File: config.mk
export PLATFORM = sky130hd
export DESIGN_NAME = morse_tx_encoder
export DESIGN_NICKNAME = d
export VERILOG_FILES = /design/src/rtl/morse_pkg.sv /design/src/rtl/morse_lut.sv /design/src/rtl/morse_tx_encoder.sv
export SDC_FILE = /design/constraint.sdc
export NUM_CORES = 1
export LEC_CHECK = 0
export ABC_CLOCK_PERIOD_IN_PS = 2800
export CAP_MARGIN = 20
export CORE_MARGIN = 5
export CORE_UTILIZATION = 35
export CTS_BUF_LIST = sky130_fd_sc_hd__clkbuf_16
export DETAILED_ROUTE_END_ITERATION = 8
export SYNTH_ARGS = -nofsm -noshare
export SYNTH_HDL_FRONTEND = slang
export SYNTH_SLANG_ARGS = --single-unit
File: constraint.sdc
create_clock -name clk -period 2.8 [get_ports clk]
set_clock_uncertainty 0.2 [all_clocks]
set_input_delay 0.42 -clock clk [delete_from_list [all_inputs] [get_ports clk]]
set_output_delay 0.42 -clock clk [all_outputs]
set_load 0.1 [all_outputs]
File: src/rtl/morse_pkg.sv
// Shared Morse encoder types: symbol codes, gap lengths, FSM states
// and the LUT entry packer used by morse_lut.
package morse_pkg;

  localparam logic [1:0] SYM_DOT    = 2'b00;
  localparam logic [1:0] SYM_DASH   = 2'b01;
  localparam logic [1:0] SYM_CSPACE = 2'b10;
  localparam logic [1:0] SYM_WSPACE = 2'b11;

  localparam int DASH_UNITS = 3;
  localparam int CGAP_UNITS = 3;
  localparam int WGAP_UNITS = 4;

  typedef enum logic [2:0] {
    ST_IDLE,
    ST_MARK,
    ST_ESPACE,
    ST_CGAP,
    ST_WGAP
  } state_t;

  // Packs {valid, len, pattern}; bits are given right-aligned and
  // stored left-aligned so pattern[4] is always the first element.
  function automatic logic [8:0] morse_ent(
    input logic [2:0] len,
    input logic [4:0] bits
  );
    logic [4:0] w_al;
    w_al = bits << (3'd5 - len);
    return {1'b1, len, w_al};
  endfunction

endpackage

File: src/rtl/morse_lut.sv
// ASCII -> Morse element lookup: A-Z, a-z, 0-9, space (len 0).
// Ports: i_char in; o_valid, o_len (0-5), o_pat (MSB first, 1=dash) out.
module morse_lut
  import morse_pkg::*;
(
  input  logic [7:0] i_char,
  output logic       o_valid,
  output logic [2:0] o_len,
  output logic [4:0] o_pat
);

  logic [7:0] w_up;

  always_comb begin
    w_up = i_char;
    if (i_char inside {[8'h61:8'h7A]})
      w_up = i_char - 8'h20;
    {o_valid, o_len, o_pat} = '0;
    case (w_up)
      "A": {o_valid, o_len, o_pat} = morse_ent(3'd2, 5'b01);
      "B": {o_valid, o_len, o_pat} = morse_ent(3'd4, 5'b1000);
      "C": {o_valid, o_len, o_pat} = morse_ent(3'd4, 5'b1010);
      "D": {o_valid, o_len, o_pat} = morse_ent(3'd3, 5'b100);
      "E": {o_valid, o_len, o_pat} = morse_ent(3'd1, 5'b0);
      "F": {o_valid, o_len, o_pat} = morse_ent(3'd4, 5'b0010);
      "G": {o_valid, o_len, o_pat} = morse_ent(3'd3, 5'b110);
      "H": {o_valid, o_len, o_pat} = morse_ent(3'd4, 5'b0000);
      "I": {o_valid, o_len, o_pat} = morse_ent(3'd2, 5'b00);
      "J": {o_valid, o_len, o_pat} = morse_ent(3'd4, 5'b0111);
      "K": {o_valid, o_len, o_pat} = morse_ent(3'd3, 5'b101);
      "L": {o_valid, o_len, o_pat} = morse_ent(3'd4, 5'b0100);
      "M": {o_valid, o_len, o_pat} = morse_ent(3'd2, 5'b11);
      "N": {o_valid, o_len, o_pat} = morse_ent(3'd2, 5'b10);
      "O": {o_valid, o_len, o_pat} = morse_ent(3'd3, 5'b111);
      "P": {o_valid, o_len, o_pat} = morse_ent(3'd4, 5'b0110);
      "Q": {o_valid, o_len, o_pat} = morse_ent(3'd4, 5'b1101);
      "R": {o_valid, o_len, o_pat} = morse_ent(3'd3, 5'b010);
      "S": {o_valid, o_len, o_pat} = morse_ent(3'd3, 5'b000);
      "T": {o_valid, o_len, o_pat} = morse_ent(3'd1, 5'b1);
      "U": {o_valid, o_len, o_pat} = morse_ent(3'd3, 5'b001);
      "V": {o_valid, o_len, o_pat} = morse_ent(3'd4, 5'b0001);
      "W": {o_valid, o_len, o_pat} = morse_ent(3'd3, 5'b011);
      "X": {o_valid, o_len, o_pat} = morse_ent(3'd4, 5'b1001);
      "Y": {o_valid, o_len, o_pat} = morse_ent(3'd4, 5'b1011);
      "Z": {o_valid, o_len, o_pat} = morse_ent(3'd4, 5'b1100);
      "0": {o_valid, o_len, o_pat} = morse_ent(3'd5, 5'b11111);
      "1": {o_valid, o_len, o_pat} = morse_ent(3'd5, 5'b01111);
      "2": {o_valid, o_len, o_pat} = morse_ent(3'd5, 5'b00111);
      "3": {o_valid, o_len, o_pat} = morse_ent(3'd5, 5'b00011);
      "4": {o_valid, o_len, o_pat} = morse_ent(3'd5, 5'b00001);
      "5": {o_valid, o_len, o_pat} = morse_ent(3'd5, 5'b00000);
      "6": {o_valid, o_len, o_pat} = morse_ent(3'd5, 5'b10000);
      "7": {o_valid, o_len, o_pat} = morse_ent(3'd5, 5'b11000);
      "8": {o_valid, o_len, o_pat} = morse_ent(3'd5, 5'b11100);
      "9": {o_valid, o_len, o_pat} = morse_ent(3'd5, 5'b11110);
      " ": {o_valid, o_len, o_pat} = {1'b1, 3'd0, 5'd0};
      default: {o_valid, o_len, o_pat} = '0;
    endcase
  end

endmodule

File: src/rtl/morse_tx_encoder.sv
// Morse transmit encoder: one ASCII char in, unit-timed key waveform out.
// Ports: clk, rst (async, active low), char_in/char_valid/char_ready
// handshake, key_out, busy, err pulse, sym_valid/sym_code symbol strobe.
// Build option SYM_OUT_EN enables the loopback symbol stream;
// otherwise sym_valid/sym_code are tied 0.
module morse_tx_encoder
  import morse_pkg::*;
#(
  parameter int UNIT_CYCLES = 6000000
) (
  input  logic       clk,
  input  logic       rst,
  input  logic [7:0] char_in,
  input  logic       char_valid,
  output logic       char_ready,
  output logic       key_out,
  output logic       busy,
  output logic       err,
  output logic       sym_valid,
  output logic [1:0] sym_code
);

  // Word gap is the longest single-state count.
  localparam int CNT_W = $clog2(WGAP_UNITS * UNIT_CYCLES + 1);

  // Gap states stop one cycle short: their final unit cycle is the
  // IDLE cycle in which the next character can be taken, so
  // back-to-back characters see no dead cycle.
  localparam logic [CNT_W-1:0] L_DOT  = CNT_W'(UNIT_CYCLES - 1);
  localparam logic [CNT_W-1:0] L_DASH = CNT_W'(DASH_UNITS * UNIT_CYCLES - 1);
  localparam logic [CNT_W-1:0] L_CGAP = CNT_W'(CGAP_UNITS * UNIT_CYCLES - 2);
  localparam logic [CNT_W-1:0] L_WGAP = CNT_W'(WGAP_UNITS * UNIT_CYCLES - 2);

  state_t           r_state;
  logic [CNT_W-1:0] r_cnt;
  logic [4:0]       r_pat;
  logic [2:0]       r_rem;
  logic             r_key;
  logic             r_err;

  logic             w_lut_ok;
  logic [2:0]       w_lut_len;
  logic [4:0]       w_lut_pat;
  logic [CNT_W-1:0] w_lim;
  logic             w_last;
  logic             w_acc;
  logic             w_take;
  logic             w_go_mark;
  logic             w_go_wgap;
  logic             w_go_esp;
  logic             w_go_cgap;
  logic             w_go_idle;

  morse_lut u_lut (
    .i_char  (char_in),
    .o_valid (w_lut_ok),
    .o_len   (w_lut_len),
    .o_pat   (w_lut_pat)
  );

  always_comb begin
    w_lim = '0;
    unique case (r_state)
      ST_MARK:   w_lim = r_pat[4] ? L_DASH : L_DOT;
      ST_ESPACE: w_lim = L_DOT;
      ST_CGAP:   w_lim = L_CGAP;
      ST_WGAP:   w_lim = L_WGAP;
      default:   w_lim = '0;
    endcase
  end

  assign w_last    = (r_cnt == w_lim);
  assign w_acc     = (r_state == ST_IDLE) & char_valid;
  assign w_take    = w_acc & w_lut_ok & (w_lut_len != 3'd0);
  assign w_go_wgap = w_acc & w_lut_ok & (w_lut_len == 3'd0);
  assign w_go_mark = w_take | ((r_state == ST_ESPACE) & w_last);
  assign w_go_esp  = (r_state == ST_MARK) & w_last & (r_rem != 3'd0);
  assign w_go_cgap = (r_state == ST_MARK) & w_last & (r_rem == 3'd0);
  assign w_go_idle = ((r_state == ST_CGAP) | (r_state == ST_WGAP)) & w_last;

  always_ff @(posedge clk or negedge rst) begin
    if (!rst) begin
      r_state <= ST_IDLE;
      r_cnt   <= '0;
      r_pat   <= '0;
      r_rem   <= '0;
      r_key   <= 1'b0;
      r_err   <= 1'b0;
    end else begin
      r_err <= w_acc & ~w_lut_ok;
      r_key <= w_go_mark | ((r_state == ST_MARK) & ~w_last);
      r_cnt <= w_last ? '0 : r_cnt + CNT_W'(1);
      unique case (1'b1)
        w_go_mark: r_state <= ST_MARK;
        w_go_wgap: r_state <= ST_WGAP;
        w_go_esp:  r_state <= ST_ESPACE;
        w_go_cgap: r_state <= ST_CGAP;
        w_go_idle: r_state <= ST_IDLE;
        default:   ;
      endcase
      if (w_take) begin
        r_pat <= w_lut_pat;
        r_rem <= w_lut_len - 3'd1;
      end else if (w_go_esp) begin
        r_pat <= r_pat << 1;
        r_rem <= r_rem - 3'd1;
      end
    end
  end

  assign char_ready = (r_state == ST_IDLE);
  assign busy       = (r_state != ST_IDLE);
  assign key_out    = r_key;
  assign err        = r_err;

`ifdef SYM_OUT_EN
  logic       r_sym_v;
  logic [1:0] r_sym_c;
  logic       w_dash;

  assign w_dash = w_take ? w_lut_pat[4] : r_pat[4];

  always_ff @(posedge clk or negedge rst) begin
    if (!rst) begin
      r_sym_v <= 1'b0;
      r_sym_c <= SYM_DOT;
    end else begin
      r_sym_v <= w_go_mark | w_go_cgap | w_go_wgap;
      unique case (1'b1)
        w_go_mark: r_sym_c <= w_dash ? SYM_DASH : SYM_DOT;
        w_go_cgap: r_sym_c <= SYM_CSPACE;
        w_go_wgap: r_sym_c <= SYM_WSPACE;
        default:   ;
      endcase
    end
  end

  assign sym_valid = r_sym_v;
  assign sym_code  = r_sym_c;
`else
  assign sym_valid = 1'b0;
  assign sym_code  = 2'b00;
`endif

endmodule

# Word-level counts from Yosys, hierarchy flattened
# Memories as Yosys holds them, arrays and structs flattened.
# Index checks and enable logic that the tools add are counted.
# W data, S select, Z words.
# totals
register_bits,38
mem_bits_ro,1152
inputBits,11
elab_cells,53
mem_count,1
# classes
n_addsub,4
magnitude_cmp,2
n_eq_ne,5
mux,10
bitwise_logic,16
reduce_logical,9
# memory_table
memory,depth,width,rd,rd_ports_with_merged_regs,wr,line_no,rtl
(name not given),128,9,1,0,0,morse_lut.sv:19,case (w_up)
# ops
operator,n
$pmux W25 S4,1
$mux W25,2
$add A25 B1 Y25 const B,1
$eq A25 B25 Y1,1
$pmux W3 S5,1
$and A1 B1 Y1,11
$mux W5,2
$logic_not A3 Y1,3
$mux W9,1
$reduce_bool A3 Y1,3
$ge A8 B7 Y1 const B,1
$le A8 B7 Y1 const B,1
$mux W8,1
$sub A8 B6 Y8 const B,1
$eq A3 B2 Y1 const B,2
$mux W3,2
$sub A3 B1 Y3 const B,2
$reduce_bool A5 Y1,1
$eq A3 B1 Y1 const B,1
$eq A3 B3 Y1 const B,1
$or A1 B1 Y1,3
$not A1 Y1,2
$reduce_bool A2 Y1,1
$logic_and A1 B1 Y1,1

# Depth between registers and ports, before layout
# Gate-level depths: netlist of the first run.
# An unclocked memory read counts as a cell.
# logic_depth
ltp_word,9
mapped_depth,13
ltp_nobuf,13

# Modules after synthesis
# Synthesis of the first run repeated with hierarchy kept, for this count alone.
# hier_totals
hier_cells,360
hier_area_um2,3025.4
# by_module_without_submodules
mod,instances,cells_each,area_each_um2,seq_area_each_um2
morse_tx_encoder,1,247,2234.6,950.9
morse_lut,1,113,790.8,0.0

# Worst setup path after synthesis of the first run
# OpenSTA, ideal clock, no wires.
# synth_timing
kind,reg2reg
startpoint,register r_state[1]
endpoint,register r_rem[2]
arrival_time_ns,3.866
required_time_ns,2.469
setup_slack_ns,-1.397
stages_incl_launch_ff,13
period_less_slack_ns,4.197
cell_sequence,dfrtp_1 > buf_2 > or3_1 > inv_1 > nand2_1 > a311oi_4 > o21ai_2 > o32a_1 > ha_1 > a2111oi_0 > a22oi_1 > o32ai_1 > a21oi_1
# synth_via
word_cells_on_any_way,14
classes_between,eq/ne: 5; mux: 2; bitwise: 5; reduce/logical: 2
# synth_rtl
item,line_no,rtl
start: declaration,morse_tx_encoder.sv:34,state_t r_state;
start signal: assignment,morse_tx_encoder.sv:83,r_state <= ST_IDLE;
start signal: assignment,morse_tx_encoder.sv:94,w_go_mark: r_state <= ST_MARK;
start signal: assignment,morse_tx_encoder.sv:95,w_go_wgap: r_state <= ST_WGAP;
$logic_not A3 Y1 *,--,
named net char_ready,morse_tx_encoder.sv:15,"output logic char_ready,"
$and A1 B1 Y1 *,morse_tx_encoder.sv:73,assign w_acc = (r_state == ST_IDLE) & char_valid;
$and A1 B1 Y1 * (2 in series),morse_tx_encoder.sv:74,assign w_take = w_acc & w_lut_ok & (w_lut_len != 3'd0);
$mux W3 / $reduce_bool A2 Y1 (equally long branches),--,
end signal: assignment,morse_tx_encoder.sv:103,r_rem <= w_lut_len - 3'd1;
end signal: assignment,morse_tx_encoder.sv:106,r_rem <= r_rem - 3'd1;
end: declaration,morse_tx_encoder.sv:37,logic [2:0] r_rem;
# The timed path passes the listed nets; every way through them passes the cells marked *.
# A chain may end at the register's enable or synchronous reset.

# Worst setup path after layout of the first run
# layout_timing
startpoint,input port char_in[3]
endpoint,register r_rem[2]
# layout_via
elab_chain_cells,8
word_cells_on_any_way,13
classes_between,add/sub: 2; order compare: 2; mux: 3; bitwise: 2; reduce/logical: 3; memory: 1
# layout_rtl
item,line_no,rtl
start: declaration,morse_tx_encoder.sv:13,"input logic [7:0] char_in,"
$ge A8 B7 Y1 / $le A8 B7 Y1 (equally long branches),morse_lut.sv:16,if (i_char inside {[8'h61:8'h7A]})
$logic_and A1 B1 Y1,morse_lut.sv:16,
$mux W8 *,morse_lut.sv:16,
$mem_v2 Z128 W9,--,
$mux W9 *,morse_lut.sv:19,
"parallel branches: the longest is 3 deep, another holds $sub A3 B1 Y3",--,
# Every way passes the cells marked *.

==> out/summary.txt, run 1 <==
worst ir drop on vdd: 176.2 uV
initial cell density of the core: 36.12%
number of detailed-routing iterations run before antenna repair: 4
total via count in the routed design: 2,898
synthesized area: 2998 um^2
highest achievable clock rate: 0.3444 GHz
post-synthesis sequential area ratio: 31.72%
Netlist cell types: 72
depth of the most critical reg-to-reg path: 11
final weighted congestion of routability-driven global placement: 0.8374
overall routed net length: 8063 um
total number of H-tree levels: 2
area delta synth->final: 36.44%
maximum fanout along the worst path: 4
count of pins over their slew limit: 0
type of destination of the critical path: flop
number of top-level pins: 18
final number of hold-violating endpoints: 0
Worst Setup Slack, final: -0.1040 ns
maximum number of pins on one net before global-route repair: 39
CP max-delay cell: or4b_4
crit path time final: 2.904 ns
root buffer selected by CTS: clkbuf_16
Syn. warnings: 0
Post-CTS Hold Buffers: 0
pwr/cell area: 327.4 nW/um^2
Setup Viol. Count Final: 1
number of storage elements in the synthesis netlist: 38
kind of launch point of the worst setup path: input pin
worst r2r src: r_state[0]$_DFFE_PN0P_
Pleak: 1.780 nW
cell accounting for the most synthesized area: dfrtp_1
data required time of the critical path: 2.76 ns
Port Buffer Count: 14
global-route wire length before repair: 13,830 um
maximum clock insertion buffer count: 2
clock tree from TritonCTS: yes
number of synthesized flops with an enable pin: 0
synthesized area divided by synthesized cell count: 8.517 um^2
cell-by-cell listing of the critical path: clkdlybuf4s15_2 > or4b_4 > or2_4 > a311oi_4 > o21ai_2 > o32a_1 > ha_4 > a2111oi_4 > a22oi_1 > o32ai_1 > a21oi_1
total number of nets in the final design: 444
RSZ-0062 raised after global routing: true
final period utilization: 103.7%
Top delay family on crit path: compound AO/OA/AOI/OAI gates
detail-routed net length per standard cell: 15.24 um
share of layout cells above drive strength 1: 31.37%
vias in the first global route: 2,936
antenna-violating nets left: 0
sink count of the clock tree: 38
critical path data arrival time: 2.86 ns
DIE AREA: 10,520 um^2
slew at the pin closest to its max-slew limit: 0.8405 ns
width of the chip: 102.6 um
Core ar.: 8299 um^2
iteration-0 DRC count of the detailed router: 117
Tot GR Track Use: 16.18%
final global-route overflow total: 0
clock slew seen by the registers of the worst setup and hold paths: 0.06 ns
most area-consuming cells after synthesis: dfrtp_1 (32%), nor2_1 (5.3%), ha_1 (4.2%), xnor2_1 (3.8%), xor2_1 (3.5%)
result of the run: finished with violations
most frequent cells in the layout: buf_4 (68), nor2_1 (39), dfrtp_1 (38)
number of vias per cell: 5.478
proportion of register bits with asynchronous set or reset after synthesis: 100.0%
Total Negative Setup Slacks: -0.1040 ns
most common library cell in the layout ignoring fill and taps: buf_4
cell area after layout: 4090 um^2
number of antenna violations at the first check in global routing: 0
path type of the worst min-delay path: input pin to async pin
dpl hpwl: 6080 um
Slew headroom: 43.97%
Post-route DRC: 0
worst stage delay on the critical path: 0.51 ns
Post-synth top flop: dfrtp_1
Register-to-Register Setup Slack: 0.01 ns
row count: 33
count of buffering cells on the critical path with inverters included: 1
number of diodes: 0
CTS Buf Count: 5
DP Area: 3704 um^2
later-pin clock latency in the skew report: 0.28 ns
proportion of netlist area held by the largest area contributor: 31.72%
Finished Core Util: 49.28%
post-synthesis instance total: 352
die span in y: 102.6 um
max-cap viol count: 0
failing checks: negative setup slack
worst reg2reg endpoint: r_rem[2]$_DFFE_PN0P_
Worst Setup Path Type: input pin to flop
==> how the worst max path moves through the flow <==
stage | startpoint | to | cells after the start
3_3_place_gp | char_in[5] | r_rem[2]$_DFFE_PN0P_ | 14
2_1_floorplan | r_state[1]$_DFFE_PN0P_ | r_rem[2]$_DFFE_PN0P_ | 12
5_1_grt | char_in[0] | r_rem[2]$_DFFE_PN0P_ | 13
4_1_cts | char_in[1] | r_rem[2]$_DFFE_PN0P_ | 13
3_5_place_dp | char_in[1] | r_rem[2]$_DFFE_PN0P_ | 13
6_report | char_in[3] | r_rem[2]$_DFFE_PN0P_ | 11
==> synth_stat cells (6+ instances only) <==
cell     instances
and3_1           8
ha_1            10
inv_1           12
xor2_1          12
o21ai_0         20
a21oi_1         14
nor3b_1          6
dfrtp_1         38
xnor2_1         13
buf_2            6
nor2_1          42
nor3_1          11
nand2_1         27
nor2b_1          6
mux2i_1          7
nand3_1         14
==> state kept, by name, indices dropped and copies added (netlist names) <==
register and count:
r_cnt 25, r_pat 5, err 1, key_out 1, r_state 3, r_rem 3
==> cell type report <==
class / instances / area (um^2)
Timing Repair Buffer: 84 / 703.2
Clock inverter: 3 / 12.51
Sequential cell: 38 / 950.9
Inverter: 12 / 56.30
Tap cell: 105 / 131.4
Clock buffer: 5 / 125.1
Fill cell: 780 / 4209
Multi-Input combinational cell: 282 / 2111
==> cell families (layout without fill, tap and decap cells) <==
family	after synthesis	in the layout	synth area share [%]
XOR/XNOR	25	25	7.304
buffers and inverters	34	104	5.384
multiplexers	12	12	4.967
AND/OR/NAND/NOR	146	146	25.00
flip-flops	38	38	31.72
other	1	3	0.1251
adder cells (fa/ha/maj)	10	10	4.174
AO/OA/AOI/OAI	86	86	21.33
==> what timing repair did <==
item / 4_1_cts / 5_1_grt
endpoints found under the setup margin: 8 / 4
setup buffers: 7 / 1
endpoints found under the hold margin: 0 / 0
pin swaps: 14 / 17
resized for setup: 36 / 25
gates cloned: 0 / 0
==> through the flow <==
step                power (W)  setup WS (ns)  hold WS [ns]  std cells
floorplan           0.0006721        -0.4110      -0.07559        354
global placement    0.0007724        -0.7300        0.2802        514
detailed placement  0.0007736        -0.8354        0.2923        514
CTS                  0.001324        -0.2543       0.08760        529
global route         0.001385        -0.1919        0.1150        529
finish               0.001339        -0.1040       0.03595        529
==> report_power, final <==
part           switching (W)  total (W)  internal, W
Sequential                 0   0.000549     0.000549
Clock               0.000210   0.000532     0.000322
Combinational       0.000138   0.000258     0.000119
Total               0.000349    0.00134     0.000990
==> routing by layer <==
layer | part of all wire [%] | vias to the layer above | GRT usage, % | wire [um]
li1 | - | 1419 | - | -
met1 | 45 | 1425 | 20.80 | 3657
met2 | 51 | 44 | 29.20 | 4127
met3 | 2.2 | 10 | 1.421 | 180
met4 | 1.2 | 0 | 4.036 | 97
met5 | 0 | - | 0 | 0
(Power assumes the default switching activity.)
==> run 2, diff against run 1 <==
--- a/config.mk
+++ b/config.mk
@@ -7,9 +7,10 @@
 export LEC_CHECK = 0
 export ABC_CLOCK_PERIOD_IN_PS = 2800
 export CAP_MARGIN = 20
-export CORE_MARGIN = 5
+export CORE_ASPECT_RATIO = 1.4
 export CORE_UTILIZATION = 35
 export CTS_BUF_LIST = sky130_fd_sc_hd__clkbuf_16
+export CTS_CLUSTER_DIAMETER = 120
 export DETAILED_ROUTE_END_ITERATION = 8
 export SYNTH_ARGS = -nofsm -noshare
 export SYNTH_HDL_FRONTEND = slang
==> run 2 against run 1 <==
Effect of this change:
- the flow still finishes with violations (negative setup slack)
- worst setup slack improved by 0.027 ns
- first-iteration DRC count rose by 21%
- register-to-register slack improved by 0.12 ns
- clock power down 2%
- total power decreased by 1.7%
- sequential share of layout area grew 0.41 points
- sequential cell count stayed put
- sequential power is essentially flat
- largest cell class unchanged
- via count fell by 2.2%
- core utilization fell by 0.54 points
- clock-buffer cell count is the same
==> out/summary.txt, run 2 (synthesized netlist as in run 1, its figures left out) <==
crit path time final: 2.877 ns (was 2.904 ns)
count of pins over their slew limit: 0 (unchanged)
number of vias per cell: 5.441 (was 5.478)
global-route wire length before repair: 13,380 um (was 13,830 um)
highest achievable clock rate: 0.3476 GHz (was 0.3444 GHz)
Tot GR Track Use: 18.66% (was 16.18%)
maximum fanout along the worst path: 4 (unchanged)
most repeated library cell on the critical path: ha_4
number of detailed-routing iterations run before antenna repair: 4 (unchanged)
met3 Resource Use GR: 1.803% (was 1.421%)
CP max-delay cell: or4b_4 (unchanged)
width of the chip: 80.22 um (was 102.6 um)
total number of H-tree levels: 2 (unchanged)
failing checks: negative setup slack (unchanged)
overall routed net length: 7921 um (was 8063 um)
detail-routed net length per standard cell: 15.20 um (was 15.24 um)
dpl hpwl: 6001 um (was 6080 um)
final cell count without fillers: 521 (was 529)
antenna-violating nets left: 0 (unchanged)
final global-route overflow total: 0 (unchanged)
result of the run: finished with violations (unchanged)
iteration-0 DRC count of the detailed router: 141 (was 117)
most common library cell in the layout ignoring fill and taps: buf_4 (unchanged)
final weighted congestion of routability-driven global placement: 0.8561 (was 0.8374)
Core ar.: 8247 um^2 (was 8299 um^2)
Port Buffer Count: 14 (unchanged)
sink count of the clock tree: 38 (unchanged)
worst ir drop on vdd: 315.5 uV (was 176.2 uV)
area delta synth->final: 34.10% (was 36.44%)
cell-by-cell listing of the critical path: buf_8 > inv_6 > ha_4 > or4b_4 > o21a_1 > a211o_1 > o21ai_2 > o21ba_4 > o32a_1 > ha_4 > a2111oi_4 > a22oi_2 > o32ai_2 > a21oi_1 (was clkdlybuf4s15_2 > or4b_4 > or2_4 > a311oi_4 > o21ai_2 > o32a_1 > ha_4 > a2111oi_4 > a22oi_1 > o32ai_1 > a21oi_1)
clock slew seen by the registers of the worst setup and hold paths: 0.05 ns (was 0.06 ns)
met1 Track Usage GR: 20.41% (was 20.80%)
final period utilization: 102.8% (was 103.7%)
register containing the most flip-flops in the final layout: r_cnt (unchanged)
Post-route DRC: 0 (unchanged)
pwr/cell area: 327.3 nW/um^2 (was 327.4 nW/um^2)
row count: 39 (was 33)
kind of launch point of the worst setup path: input pin (unchanged)
maximum clock insertion buffer count: 2 (unchanged)
overall power: 0.001316 W (was 0.001339 W)
number of antenna violations at the first check in global routing: 0 (unchanged)
max FFs per register: 25 (unchanged)
critical path data arrival time: 2.84 ns (was 2.86 ns)
total via count in the routed design: 2,835 (was 2,898)
DIE AREA: 8945 um^2 (was 10,520 um^2)
path type of the worst min-delay path: input pin to async pin (unchanged)
most frequent cells in the layout: buf_4 (63), nor2_1 (41), dfrtp_1 (38) (was buf_4 (68), nor2_1 (39), dfrtp_1 (38))
number of diodes: 0 (unchanged)
vias in the first global route: 2,901 (was 2,936)
RSZ-0062 raised after global routing: true (unchanged)
Post-Place Cells: 510 (was 514)
Slew headroom: 43.62% (was 43.97%)
Post-CTS Hold Buffers: 0 (unchanged)
die span in y: 111.5 um (was 102.6 um)
initial cell density of the core: 36.35% (was 36.12%)
Worst Setup Path Type: input pin to flop (unchanged)
final number of hold-violating endpoints: 0 (unchanged)
maximum number of pins on one net before global-route repair: 39 (unchanged)
max-cap viol count: 0 (unchanged)
later-pin clock latency in the skew report: 0.28 ns (about the same)
total number of nets in the final design: 440 (was 444)
worst stage delay on the critical path: 0.47 ns (was 0.51 ns)
Setup Viol. Count Final: 1 (unchanged)
data required time of the critical path: 2.76 ns (about the same)
number of top-level pins: 18 (unchanged)
Pleak: 1.755 nW (was 1.780 nW)
busiest metal layer after global routing: met2 (unchanged)
CTS Buf Count: 5 (unchanged)
share of layout cells above drive strength 1: 29.36% (was 31.37%)
root buffer selected by CTS: clkbuf_16 (unchanged)
global routing met2 resource utilization: 35.50% (was 29.20%)
clock tree from TritonCTS: yes (unchanged)
type of destination of the critical path: flop (unchanged)
Worst Setup Slack, final: -0.07725 ns (was -0.1040 ns)
slew at the pin closest to its max-slew limit: 0.8458 ns (was 0.8405 ns)
Total Negative Setup Slacks: -0.07725 ns (was -0.1040 ns)
largest registers: r_cnt x25, r_pat x5 (unchanged)
==> run 2: through the flow <==
stage / worst slack [ns] / utilization (%) / area, um^2 / hold slack [ns]
detailed placement: -0.8387 / 44.77 / 3692 / 0.2861
finish: -0.07725 / 48.75 / 4020 / 0.04845
global placement: -0.7678 / 44.77 / 3692 / 0.2774
global route: -0.1967 / 48.75 / 4020 / 0.1291
CTS: -0.2657 / 47.72 / 3935 / 0.09210
floorplan: -0.4110 / - / 3077 / -0.07559
==> run 2: final timing paths <==
check / from / to / slack [ns] / cells after the start
max: char_in[0] / r_rem[2]$_DFFE_PN0P_ / -0.08 / 14
min: rst / r_cnt[5]$_DFF_PN0_ / 0.05 / 1
max reg2reg: r_state[0]$_DFFE_PN0P_ / r_pat[2]$_DFFE_PN0P_ / 0.13 / 8
min reg2reg: r_cnt[14]$_DFF_PN0_ / r_cnt[14]$_DFF_PN0_ / 0.30 / 1
max in group asynchronous: rst / r_pat[2]$_DFFE_PN0P_ / 1.82 / 1
min in group clk: r_cnt[14]$_DFF_PN0_ / r_cnt[14]$_DFF_PN0_ / 0.30 / 1
==> run 2: per-layer routing <==
layer | share of wire (%) | vias up | wire length [um]
met5 | 0 | - | 0
met4 | 3.5 | 0 | 277
met3 | 1.8 | 20 | 142
met2 | 55 | 37 | 4390
met1 | 39 | 1372 | 3111
li1 | - | 1406 | -
==> run 2: power breakdown <==
group	leakage [nW]	internal [W]	switching, W	total, W
registers	0.485	0.000550	0	0.000550
logic	1.20	0.000111	0.000135	0.000246
clock network	0.0723	0.000318	0.000202	0.000520
total	1.76	0.000979	0.000337	0.00132
==> run 2: worst max-delay path: cells and delay by family <==
kind,cells,cell delay (ns)
adder cells (fa/ha/maj),2,0.32
AND/OR/NAND/NOR,1,0.47
AO/OA/AOI/OAI,9,1.46
buffers and inverters,2,0.15
==> run 2: cell type report <==
| type | instances | area, um^2 |
|---|---|---|
| clock inverters | 2 | 7.507 |
| multi-input cells | 282 | 2079 |
| clock buffers | 5 | 125.1 |
| repair buffers | 80 | 670.6 |
| flip-flops and latches | 38 | 950.9 |
| fillers | 778 | 4227 |
| inverters | 12 | 58.81 |
| well taps | 102 | 127.6 |
==> run 2: repair_timing <==
| item | in CTS | in global routing |
|---|---|---|
| pin swaps | 12 | 13 |
| endpoints found under the setup margin | 8 | 4 |
| cloned | 0 | 0 |
| hold endpoints to repair | 0 | 0 |
| resized for setup | 40 | 18 |
| buffers inserted | 4 | 0 |
==> run 3, diff against run 2 <==
--- a/config.mk
+++ b/config.mk
@@ -9,7 +9,7 @@
 export CAP_MARGIN = 20
 export CORE_ASPECT_RATIO = 1.4
 export CORE_UTILIZATION = 35
-export CTS_BUF_LIST = sky130_fd_sc_hd__clkbuf_16
+export CTS_BUF_LIST = sky130_fd_sc_hd__clkbuf_4 sky130_fd_sc_hd__clkbuf_8
 export CTS_CLUSTER_DIAMETER = 120
 export DETAILED_ROUTE_END_ITERATION = 8
 export SYNTH_ARGS = -nofsm -noshare
==> run 3 against run 2 <==
Effect of this change:
- the run still ends with negative setup slack left
- highest routed layer unchanged
- clock power fell by 29%
- worst setup slack improved by 0.011 ns
- design area fell by 1.2%
- routed wire length fell by 0.50%
- critical endpoint unchanged
- register-to-register slack barely moved
- first-iteration DRC count fell by 23%
- worst hold slack got worse by 0.0050 ns
- via count rose by 0.11%
- sequential power barely moved
- die area did not move
- non-clock buffer count did not move
- largest cell class unchanged
==> out/summary.txt, run 3 (synthesized netlist as in run 1, its figures left out) <==
CTS Buf Count: 5 (unchanged)
root buffer selected by CTS: clkbuf_8 (was clkbuf_16)
failing checks: negative setup slack (unchanged)
global-route wire length before repair: 13,360 um (was 13,380 um)
register containing the most flip-flops in the final layout: r_cnt (unchanged)
maximum number of pins on one net before global-route repair: 39 (unchanged)
Post-CTS Hold Buffers: 0 (unchanged)
width of the chip: 80.22 um (unchanged)
DIE AREA: 8945 um^2 (unchanged)
Core ar.: 8247 um^2 (unchanged)
final weighted congestion of routability-driven global placement: 0.8561 (unchanged)
result of the run: finished with violations (unchanged)
clock tree from TritonCTS: yes (unchanged)
Post-route DRC: 0 (unchanged)
dpl hpwl: 6001 um (unchanged)
worst r2r src: r_state[0]$_DFFE_PN0P_ (unchanged)
cell-by-cell listing of the critical path: buf_8 > inv_6 > ha_4 > or4b_4 > o21a_1 > a211o_1 > o21ai_2 > o21ba_4 > o32a_1 > ha_4 > a2111oi_4 > a22oi_2 > o32ai_2 > a21oi_1 (unchanged)
antenna-violating nets left: 0 (unchanged)
number of vias per cell: 5.447 (was 5.441)
most frequent cells in the layout: buf_4 (63), nor2_1 (41), dfrtp_1 (38) (unchanged)
vias in the first global route: 2,904 (was 2,901)
total number of H-tree levels: 2 (unchanged)
highest achievable clock rate: 0.3489 GHz (was 0.3476 GHz)
sink count of the clock tree: 38 (unchanged)
max FFs per register: 25 (unchanged)
number of antenna violations at the first check in global routing: 0 (unchanged)
final number of hold-violating endpoints: 0 (unchanged)
cell area after layout: 3971 um^2 (was 4020 um^2)
maximum fanout along the worst path: 4 (unchanged)
final period utilization: 102.4% (was 102.8%)
pwr/cell area: 293.2 nW/um^2 (was 327.3 nW/um^2)
count of buffering cells on the critical path with inverters included: 2 (unchanged)
type of destination of the critical path: flop (unchanged)
Tot GR Track Use: 18.55% (was 18.66%)
RSZ-0062 raised after global routing: true (unchanged)
Post-Place Cells: 510 (unchanged)
path type of the worst min-delay path: input pin to async pin (unchanged)
count of pins over their slew limit: 0 (unchanged)
CP startpoint: char_in[0] (unchanged)
Worst Setup Slack, final: -0.06599 ns (was -0.07725 ns)
later-pin clock latency in the skew report: 0.28 ns (about the same)
number of diodes: 0 (unchanged)
crit path time final: 2.866 ns (was 2.877 ns)
max-cap viol count: 0 (unchanged)
largest registers: r_cnt x25, r_pat x5 (unchanged)
row count: 39 (unchanged)
initial cell density of the core: 36.35% (unchanged)
most repeated library cell on the critical path: ha_4 (unchanged)
kind of launch point of the worst setup path: input pin (unchanged)
slew at the pin closest to its max-slew limit: 0.8544 ns (was 0.8458 ns)
placement-stage worst setup slack: -0.8387 ns (unchanged)
Pleak: 1.728 nW (was 1.755 nW)
Worst Setup Path Type: input pin to flop (unchanged)
clock slew seen by the registers of the worst setup and hold paths: 0.07 ns (was 0.05 ns)
Slew headroom: 43.04% (was 43.62%)
maximum clock insertion buffer count: 2 (unchanged)
detail-routed net length per standard cell: 15.13 um (was 15.20 um)
Port Buffer Count: 14 (unchanged)
data required time of the critical path: 2.77 ns (was 2.76 ns)
number of detailed-routing iterations run before antenna repair: 4 (unchanged)
total via count in the routed design: 2,838 (was 2,835)
Total Negative Setup Slacks: -0.06599 ns (was -0.07725 ns)
DP Area: 3692 um^2 (unchanged)
total number of nets in the final design: 440 (unchanged)
Setup Viol. Count Final: 1 (unchanged)
Top delay family on crit path: compound AO/OA/AOI/OAI gates (unchanged)
CP max-delay cell: or4b_4 (unchanged)
iteration-0 DRC count of the detailed router: 109 (was 141)
share of layout cells above drive strength 1: 29.83% (was 29.36%)
most common library cell in the layout ignoring fill and taps: buf_4 (unchanged)
worst ir drop on vdd: 242.7 uV (was 315.5 uV)
number of top-level pins: 18 (unchanged)
overall routed net length: 7881 um (was 7921 um)
final global-route overflow total: 0 (unchanged)
critical path data arrival time: 2.84 ns (about the same)
area delta synth->final: 32.47% (was 34.10%)
worst stage delay on the critical path: 0.47 ns (about the same)
final cell count without fillers: 521 (unchanged)
die span in y: 111.5 um (unchanged)
## run 3: cell types whose count changed in the layout (fill, tap and decap cells not counted)
cell and delta:
clkbuf_16 -5, clkbuf_4 +2, clkbuf_8 +5, inv_1 -2
## run 3: final timing paths
| check | to | slack, ns | cells past startpoint |
|---|---|---|---|
| max | r_rem[2]$_DFFE_PN0P_ | -0.07 | 14 |
| min | r_cnt[0]$_DFF_PN0_ | 0.04 | 1 |
| max reg2reg | r_pat[2]$_DFFE_PN0P_ | 0.14 | 8 |
| min reg2reg | r_cnt[14]$_DFF_PN0_ | 0.30 | 1 |
| max in group asynchronous | r_pat[2]$_DFFE_PN0P_ | 1.82 | 1 |
| min in group clk | r_cnt[14]$_DFF_PN0_ | 0.30 | 1 |
## run 3: timing repair
action	4_1_cts	5_1_grt
pin swaps	12	13
resized for setup	40	18
setup buffers	4	0
endpoints found under the setup margin	8	4
## run 3: area by class of cell
class | count | area (um^2)
well taps | 102 | 127.6
fillers | 783 | 4275
multi-input cells | 282 | 2079
clock buffers | 7 | 83.83
inverters | 12 | 58.81
flip-flops and latches | 38 | 950.9
repair buffers | 80 | 670.6
## run 3: power by group
group          internal (W)  switching (W)
Clock              0.000191       0.000179
Combinational      0.000111       0.000135
Sequential         0.000549              0
## run 3: metrics by stage
stage	total power [W]	util [%]	hold WS [ns]
final	0.001165	48.16	0.04348
after global routing	0.001220	48.16	0.1079
after floorplan	0.0006721	-	-0.07559
after detailed placement	0.0007772	44.77	0.2861
after CTS	0.001162	47.12	0.07596
after global placement	0.0007749	44.77	0.2774
## run 3: metal layers
| layer | global-route usage (%) | share of wire, % | vias to the layer above |
|---|---|---|---|
| met5 | 0 | 0 | - |
| met4 | 6.905 | 3.5 | 0 |
| met3 | 2.131 | 1.9 | 21 |
| met2 | 35.16 | 55 | 46 |
| met1 | 20.51 | 40 | 1367 |
| li1 | - | - | 1404 |
